### config.mk
export PLATFORM = sky130hd
export DESIGN_NAME = mem_arbiter
export DESIGN_NICKNAME = d
export VERILOG_FILES = /design/src/rtl/mem_arbiter.sv
export SDC_FILE = /design/constraint.sdc
export NUM_CORES = 1
export LEC_CHECK = 0
export ABC_AREA = 1
export CORE_AREA = 2 2 137 139
export CTS_CLUSTER_SIZE = 8
export DETAILED_ROUTE_END_ITERATION = 12
export DIE_AREA = 0 0 139 141
export GPL_ROUTABILITY_DRIVEN = 0
export HOLD_SLACK_MARGIN = 0.03
export PLACE_DENSITY_LB_ADDON = 0.3
export SYNTH_ARGS = -nofsm -noshare
export SYNTH_HDL_FRONTEND = slang
export SYNTH_SLANG_ARGS = --single-unit
export TNS_END_PERCENT = 1
### constraint.sdc
create_clock -name clk -period 2.5 [get_ports clk]
set_clock_uncertainty 0.2 [all_clocks]
set_input_delay 0.25 -clock clk [delete_from_list [all_inputs] [get_ports clk]]
set_output_delay 0.25 -clock clk [all_outputs]
set_load 0.01 [all_outputs]
### src/rtl/mem_arbiter.sv
// rtl/mem_arbiter.sv - 2-master/1-slave whole-transaction arbiter for the shared data SRAM
// Optional feature: MEM_ARBITER_RR_EN selects round-robin m0/m1 arbitration (default: fixed priority)
module mem_arbiter #(
  parameter int ADDR_WIDTH = 32,
  parameter int DATA_WIDTH = 32,
  localparam int STRB_WIDTH = DATA_WIDTH / 8
) (
  input  logic                  clk,
  input  logic                  rst_n,
  // m0: IFU, read only
  input  logic [ADDR_WIDTH-1:0] m0_araddr,
  input  logic                  m0_arvalid,
  output logic                  m0_arready,
  output logic [DATA_WIDTH-1:0] m0_rdata,
  output logic                  m0_rvalid,
  input  logic                  m0_rready,
  // m1: LSU, read and write
  input  logic [ADDR_WIDTH-1:0] m1_araddr,
  input  logic                  m1_arvalid,
  output logic                  m1_arready,
  output logic [DATA_WIDTH-1:0] m1_rdata,
  output logic                  m1_rvalid,
  input  logic                  m1_rready,
  input  logic [ADDR_WIDTH-1:0] m1_awaddr,
  input  logic                  m1_awvalid,
  output logic                  m1_awready,
  input  logic [DATA_WIDTH-1:0] m1_wdata,
  input  logic [STRB_WIDTH-1:0] m1_wstrb,
  input  logic                  m1_wvalid,
  output logic                  m1_wready,
  output logic                  m1_bvalid,
  input  logic                  m1_bready,
  // slave: SRAM
  output logic [ADDR_WIDTH-1:0] s_araddr,
  output logic                  s_arvalid,
  input  logic                  s_arready,
  input  logic [DATA_WIDTH-1:0] s_rdata,
  input  logic                  s_rvalid,
  output logic                  s_rready,
  output logic [ADDR_WIDTH-1:0] s_awaddr,
  output logic                  s_awvalid,
  input  logic                  s_awready,
  output logic [DATA_WIDTH-1:0] s_wdata,
  output logic [STRB_WIDTH-1:0] s_wstrb,
  output logic                  s_wvalid,
  input  logic                  s_wready,
  input  logic                  s_bvalid,
  output logic                  s_bready
);

  typedef enum logic [1:0] {IDLE, RD_M0, RD_M1, WR_M1} state_t;

  state_t state;
  logic   aw_done;
  logic   w_done;
  logic   m1_wr_req;
  logic   m1_req;
  logic   m0_wins;

  // Either write channel valid counts as a write request; write beats read inside m1
  assign m1_wr_req = m1_awvalid | m1_wvalid;
  assign m1_req    = m1_wr_req | m1_arvalid;

`ifdef MEM_ARBITER_RR_EN
  // 1 = m1 was granted last, so m0 wins the next contention
  logic last_grant;
  assign m0_wins = m0_arvalid & (~m1_req | last_grant);
`else
  assign m0_wins = m0_arvalid & ~m1_req;
`endif

  // Grant FSM: decision in IDLE, route becomes active on the following cycle
  always_ff @(posedge clk) begin
    if (!rst_n) begin
      state   <= IDLE;
      aw_done <= 1'b0;
      w_done  <= 1'b0;
`ifdef MEM_ARBITER_RR_EN
      last_grant <= 1'b1;
`endif
    end else begin
      case (state)
        IDLE: begin
          aw_done <= 1'b0;
          w_done  <= 1'b0;
          if (m0_wins) begin
            state <= RD_M0;
`ifdef MEM_ARBITER_RR_EN
            last_grant <= 1'b0;
`endif
          end else if (m1_wr_req) begin
            state <= WR_M1;
`ifdef MEM_ARBITER_RR_EN
            last_grant <= 1'b1;
`endif
          end else if (m1_arvalid) begin
            state <= RD_M1;
`ifdef MEM_ARBITER_RR_EN
            last_grant <= 1'b1;
`endif
          end
        end
        RD_M0, RD_M1: begin
          if (s_rvalid && s_rready) state <= IDLE;
        end
        WR_M1: begin
          if (s_awvalid && s_awready) aw_done <= 1'b1;
          if (s_wvalid && s_wready)   w_done  <= 1'b1;
          if (s_bvalid && s_bready) begin
            state   <= IDLE;
            aw_done <= 1'b0;
            w_done  <= 1'b0;
          end
        end
        default: state <= IDLE;
      endcase
    end
  end

  // Route the granted master to the SRAM; everything not granted is held at 0
  always_comb begin
    m0_arready = 1'b0;
    m0_rdata   = '0;
    m0_rvalid  = 1'b0;
    m1_arready = 1'b0;
    m1_rdata   = '0;
    m1_rvalid  = 1'b0;
    m1_awready = 1'b0;
    m1_wready  = 1'b0;
    m1_bvalid  = 1'b0;
    s_araddr   = '0;
    s_arvalid  = 1'b0;
    s_rready   = 1'b0;
    s_awaddr   = '0;
    s_awvalid  = 1'b0;
    s_wdata    = '0;
    s_wstrb    = '0;
    s_wvalid   = 1'b0;
    s_bready   = 1'b0;
    case (state)
      RD_M0: begin
        s_araddr   = m0_araddr;
        s_arvalid  = m0_arvalid;
        m0_arready = s_arready;
        m0_rdata   = s_rdata;
        m0_rvalid  = s_rvalid;
        s_rready   = m0_rready;
      end
      RD_M1: begin
        s_araddr   = m1_araddr;
        s_arvalid  = m1_arvalid;
        m1_arready = s_arready;
        m1_rdata   = s_rdata;
        m1_rvalid  = s_rvalid;
        s_rready   = m1_rready;
      end
      WR_M1: begin
        // Each channel is closed off once its beat has been accepted
        s_awaddr   = m1_awaddr;
        s_awvalid  = m1_awvalid & ~aw_done;
        m1_awready = s_awready & ~aw_done;
        s_wdata    = m1_wdata;
        s_wstrb    = m1_wstrb;
        s_wvalid   = m1_wvalid & ~w_done;
        m1_wready  = s_wready & ~w_done;
        m1_bvalid  = s_bvalid;
        s_bready   = m1_bready;
      end
      default: ;
    endcase
  end

endmodule

## After elaboration in Yosys (flattened, before gate mapping)

Index checks and enable logic that the tools add are counted.

- Logic and storage cells: 61
- Bits of input ports: 178
- Register bits after elaboration: 4
- Output and inout port bits: 176

- Reductions and logical operators: 10
- Bitwise operators: 10
- Equality and inequality tests: 8
- Muxes and demuxes: 30

Operators by type and width:

| kind | count |
|---|---|
| 2-to-1 mux 32 bit | 4 |
| case mux 32 bit (2 select lines) | 1 |
| 2-to-1 mux 1 bit | 14 |
| 2-to-1 mux 2 bit | 5 |
| case mux 1 bit (2 select lines) | 4 |
| inequality test 3 bit (second input constant) | 2 |
| case mux 2 bit (3 select lines) | 1 |
| bitwise AND 1 bit | 5 |
| == test 2 bit (second input constant) | 2 |
| logical AND 1 bit | 4 |
| 2-to-1 mux 4 bit | 1 |
| inequality test 2 bit (second input constant) | 2 |
| inequality test 4 bit (second input constant) | 1 |
| AND reduction 2 bit | 2 |
| NOT 1 bit | 3 |
| AND reduction 3 bit | 1 |
| == test 2 x 1 -> 1 bit (second input constant) | 1 |
| zero test 2 bit | 1 |
| bitwise OR 1 bit | 2 |
| nonzero test 2 bit | 1 |
| OR reduction 2 bit | 1 |

## Depth between registers and ports, before layout

- Depth after elaboration: 7
- Gate-level depth with buffers: 11
- Gate-level depth less buffers: 10

## Least setup slack after synthesis

OpenSTA, ideal clock, no wires.

- Path kind: register to output
- Start point: register state[0]
- End point: output port s_araddr[0]
- Setup slack: 792 ps
- Data required time: 2050 ps
- Arrival: 1258 ps
- Buffers on the path: 1
- Stages on the path, launching flop included: 6
- Cells stage by stage: dfxtp_1 > inv_1 > ha_1 > clkinv_1 > clkbuf_1 > a21oi_1

- Cells in the longest elaborated chain, start to end: 2
- Elaborated cells between the ends (all ways): 3

Ends and longest elaborated chain:

| element | line | source |
|---|---|---|
| from (decl) | 53 | `state_t state;` |
| from (signal assigned) | 75 | `state <= IDLE;` |
| from (signal assigned) | 87 | `state <= RD_M0;` |
| from (signal assigned) | 92 | `state <= WR_M1;` |
| == test 2 bit / == test 2 x 1 -> 1 bit (equally long branches) | 140 | `case (state)` |
| case mux 32 bit (2 select lines) (*) | 140 |  |
| to (decl) | 34 | `output logic [ADDR_WIDTH-1:0] s_araddr,` |

Every way passes the cells marked *; elsewhere a longest branch is shown, timed or not.

## Final worst setup path

- Start point: register state[0]
- End point: output port s_araddr[7]

The elaborated chain is that of the path after synthesis.

==> impl_metrics.ini <==
[yosys]
synth_nets = 643
ys_types = 17
ys_warn_count = 0
syn_area_per_cell_sq_um = 4.169
syn_area_sq_um = 1922
ys_seq_area_share_pct = 4.167
syn_inst = 461
yosys_register_bits = 4

[floorplanning]
coreArea_sq_um = 18270
rows = 50
ios = 354
die_w_um = 139
die_h_um = 141
die_area_sq_um = 19600
start_util_pct = 10.52

[placed_design]
port_buffers = 353
place_area_sq_um = 5746
dpl.hpwl_um = 10520

[pwr]
netSwitchingFraction_pct = 44.92
pwr-share-seq_pct = 2.9
internal_power_mw = 1.731
power_switching_mw = 1.411
p_total_mw = 3.142
power.density_nw_per_um2 = 535.3
power_leakage_nw = 3.195
power_frac_clock_pct = 7.9
combPwrFrac_pct = 89.2
ir_drop_v = 0.0002599

[clocking]
post_cts_buffers = 0
clkLatencyLatePin_ns = 0.22
clock_sinks = 4
cts_tree = built
cts_hold_buffers = 0
ctsHtreeMaxLevel = 1
cts_root_buf = clkbuf_16
clkTransAtPathRegs_ns = 0.03
cts_inserted_buffers = 3
clockBufferDepth = 2

[detailed_routing]
drt-met1-wl_um = 4549
via_per_inst = 3.543
drt-total-wl_um = 12680
dr.pass1.iters = 4
wl_met2_um = 6770
dr_total_vias = 3656
dr.first_iter.drc_count = 66
drc_errors = 0
wl_met3_um = 1244
ant_nets = 0
highest_layer = met4
post_drt_wl_per_cell_um = 12.29

[timing]
holdWs_ns = 0.2475
setup_violations = 0
tightest_slew_ns = 0.3667
fmax_mhz = 410.0
period_minus_slack_ns = 2.439
post-route-period-util_pct = 97.56
relSlewSlack_pct = 75.63
rsz0062_at_grt = yes
maxSlewViolCount = 0
hold_viol = 0

[global_routing]
grt_pass1_vias = 3674
grtUsageTotal_pct = 11.83
antenna_found_initial = 1
overflow = 0
grt_pass1_wl_um = 18750
grt_max_degree = 68

[setup_path]
endpoint_kind = primary output
crit_start = state[0]
path_class = register to primary output
worst_ep_arrival_time_ns = 1.99
cp.required_ns = 2.05
start_kind = register
rrSetupSlack_ns = 0.66
critPathMaxFanout = 33
r2r-start = state[0]

[run_status]
outcome = completed

[finish]
fin_area_sq_um = 5869
drive_gt1_share_pct = 2.384
fin_nets = 981
syn2layout_area_growth_pct = 205.4

[hold_path]
holdCritStartpoint = w_done
hold_path_class = register to register

[flow_run]
cap_violations = 0
## metal layers
layer,track usage (%),vias to the layer above
li1,-,1931
met1,11.68,1494
met2,24.32,223
met3,3.465,8
met4,2.180,0
met5,0,-
## layout make-up
type                            instances  area [sq um]
Tap cell                              234         292.8
Fill cell                            2052         12400
Inverter                              151         568.0
Multi-Input combinational cell        279          1155
Antenna cell                            1         2.502
Clock buffer                            3         75.07
Timing Repair Buffer                  360          3696
Sequential cell                         4         80.08
## power groups by stage
stage                     registers, mW  clock network (mW)  logic (mW)
after CTS                        0.0908               0.257        2.82
after global placement           0.0895                   0        2.78
final                            0.0900               0.249        2.80
after global routing             0.0921               0.260        3.08
after detailed placement         0.0917                   0        2.77
after floorplan                  0.0875                   0        1.18
## synthesized netlist by cell type (all sizes together)
cell type  instances  area share (%)
clkbuf            10             2.1
a21oi             37             9.6
nor2               7             1.4
o21ai              1            0.26
ha                 4             2.6
nand4              1            0.33
dfxtp              4             4.2
inv              150              29
nand3              4             1.3
clkinv             1            0.20
buf               17             4.6
nand2            225              44
## kinds of logic after synthesis
family | synth area share [%]
buf+inv | 36.13
fa+ha+maj | 2.604
simple gates | 47.20
compound gates | 9.896
flops | 4.167
## registers in the layout (all words and copies together) (netlist names)
signal   flops
w_done       1
aw_done      1
state        2
## worst max-delay path, cell delays in order (launching register included)
cell	delay, ns
dfxtp_1	0.36
inv_1	0.09
ha_1	0.32
clkinv_2	0.10
buf_12	0.18
a21oi_1	0.13
clkdlybuf4s50_1	0.55
## layout by cell type, fill, tap and decap left out, types with 2 or more instances in the layout
master	n
ha_2	3
clkbuf_16	4
buf_12	7
dfxtp_1	4
clkdlybuf4s50_1	349
inv_1	149
nor2_1	7
nand2_1	223
dlymetal6s2s_1	3
a21oi_1	37
nand2_2	2
nand3_1	3
## stage by stage
step           instances  utilization, %  setup TNS (ns)  setup slack [ns]
2_1_floorplan        461               -               0            0.7921
3_3_place_gp        1027           31.45               0            0.1835
3_5_place_dp        1027           31.45               0            0.1421
4_1_cts             1030           31.94               0           0.01934
5_1_grt             1032           32.13          -1.373           -0.1006
6_report            1032           32.13               0           0.06105
## worst paths after layout
check	cells after the start	endpoint
min reg2reg	2	w_done
max reg2reg	9	aw_done
min	2	w_done
max	6	s_araddr[7]
## repair_timing
action / 4_1_cts / 5_1_grt
setup endpoints to repair: 32 / 33
resized for setup: 4 / 3
gates cloned: 0 / 1
Note: power is estimated with default switching activity, not from simulation.
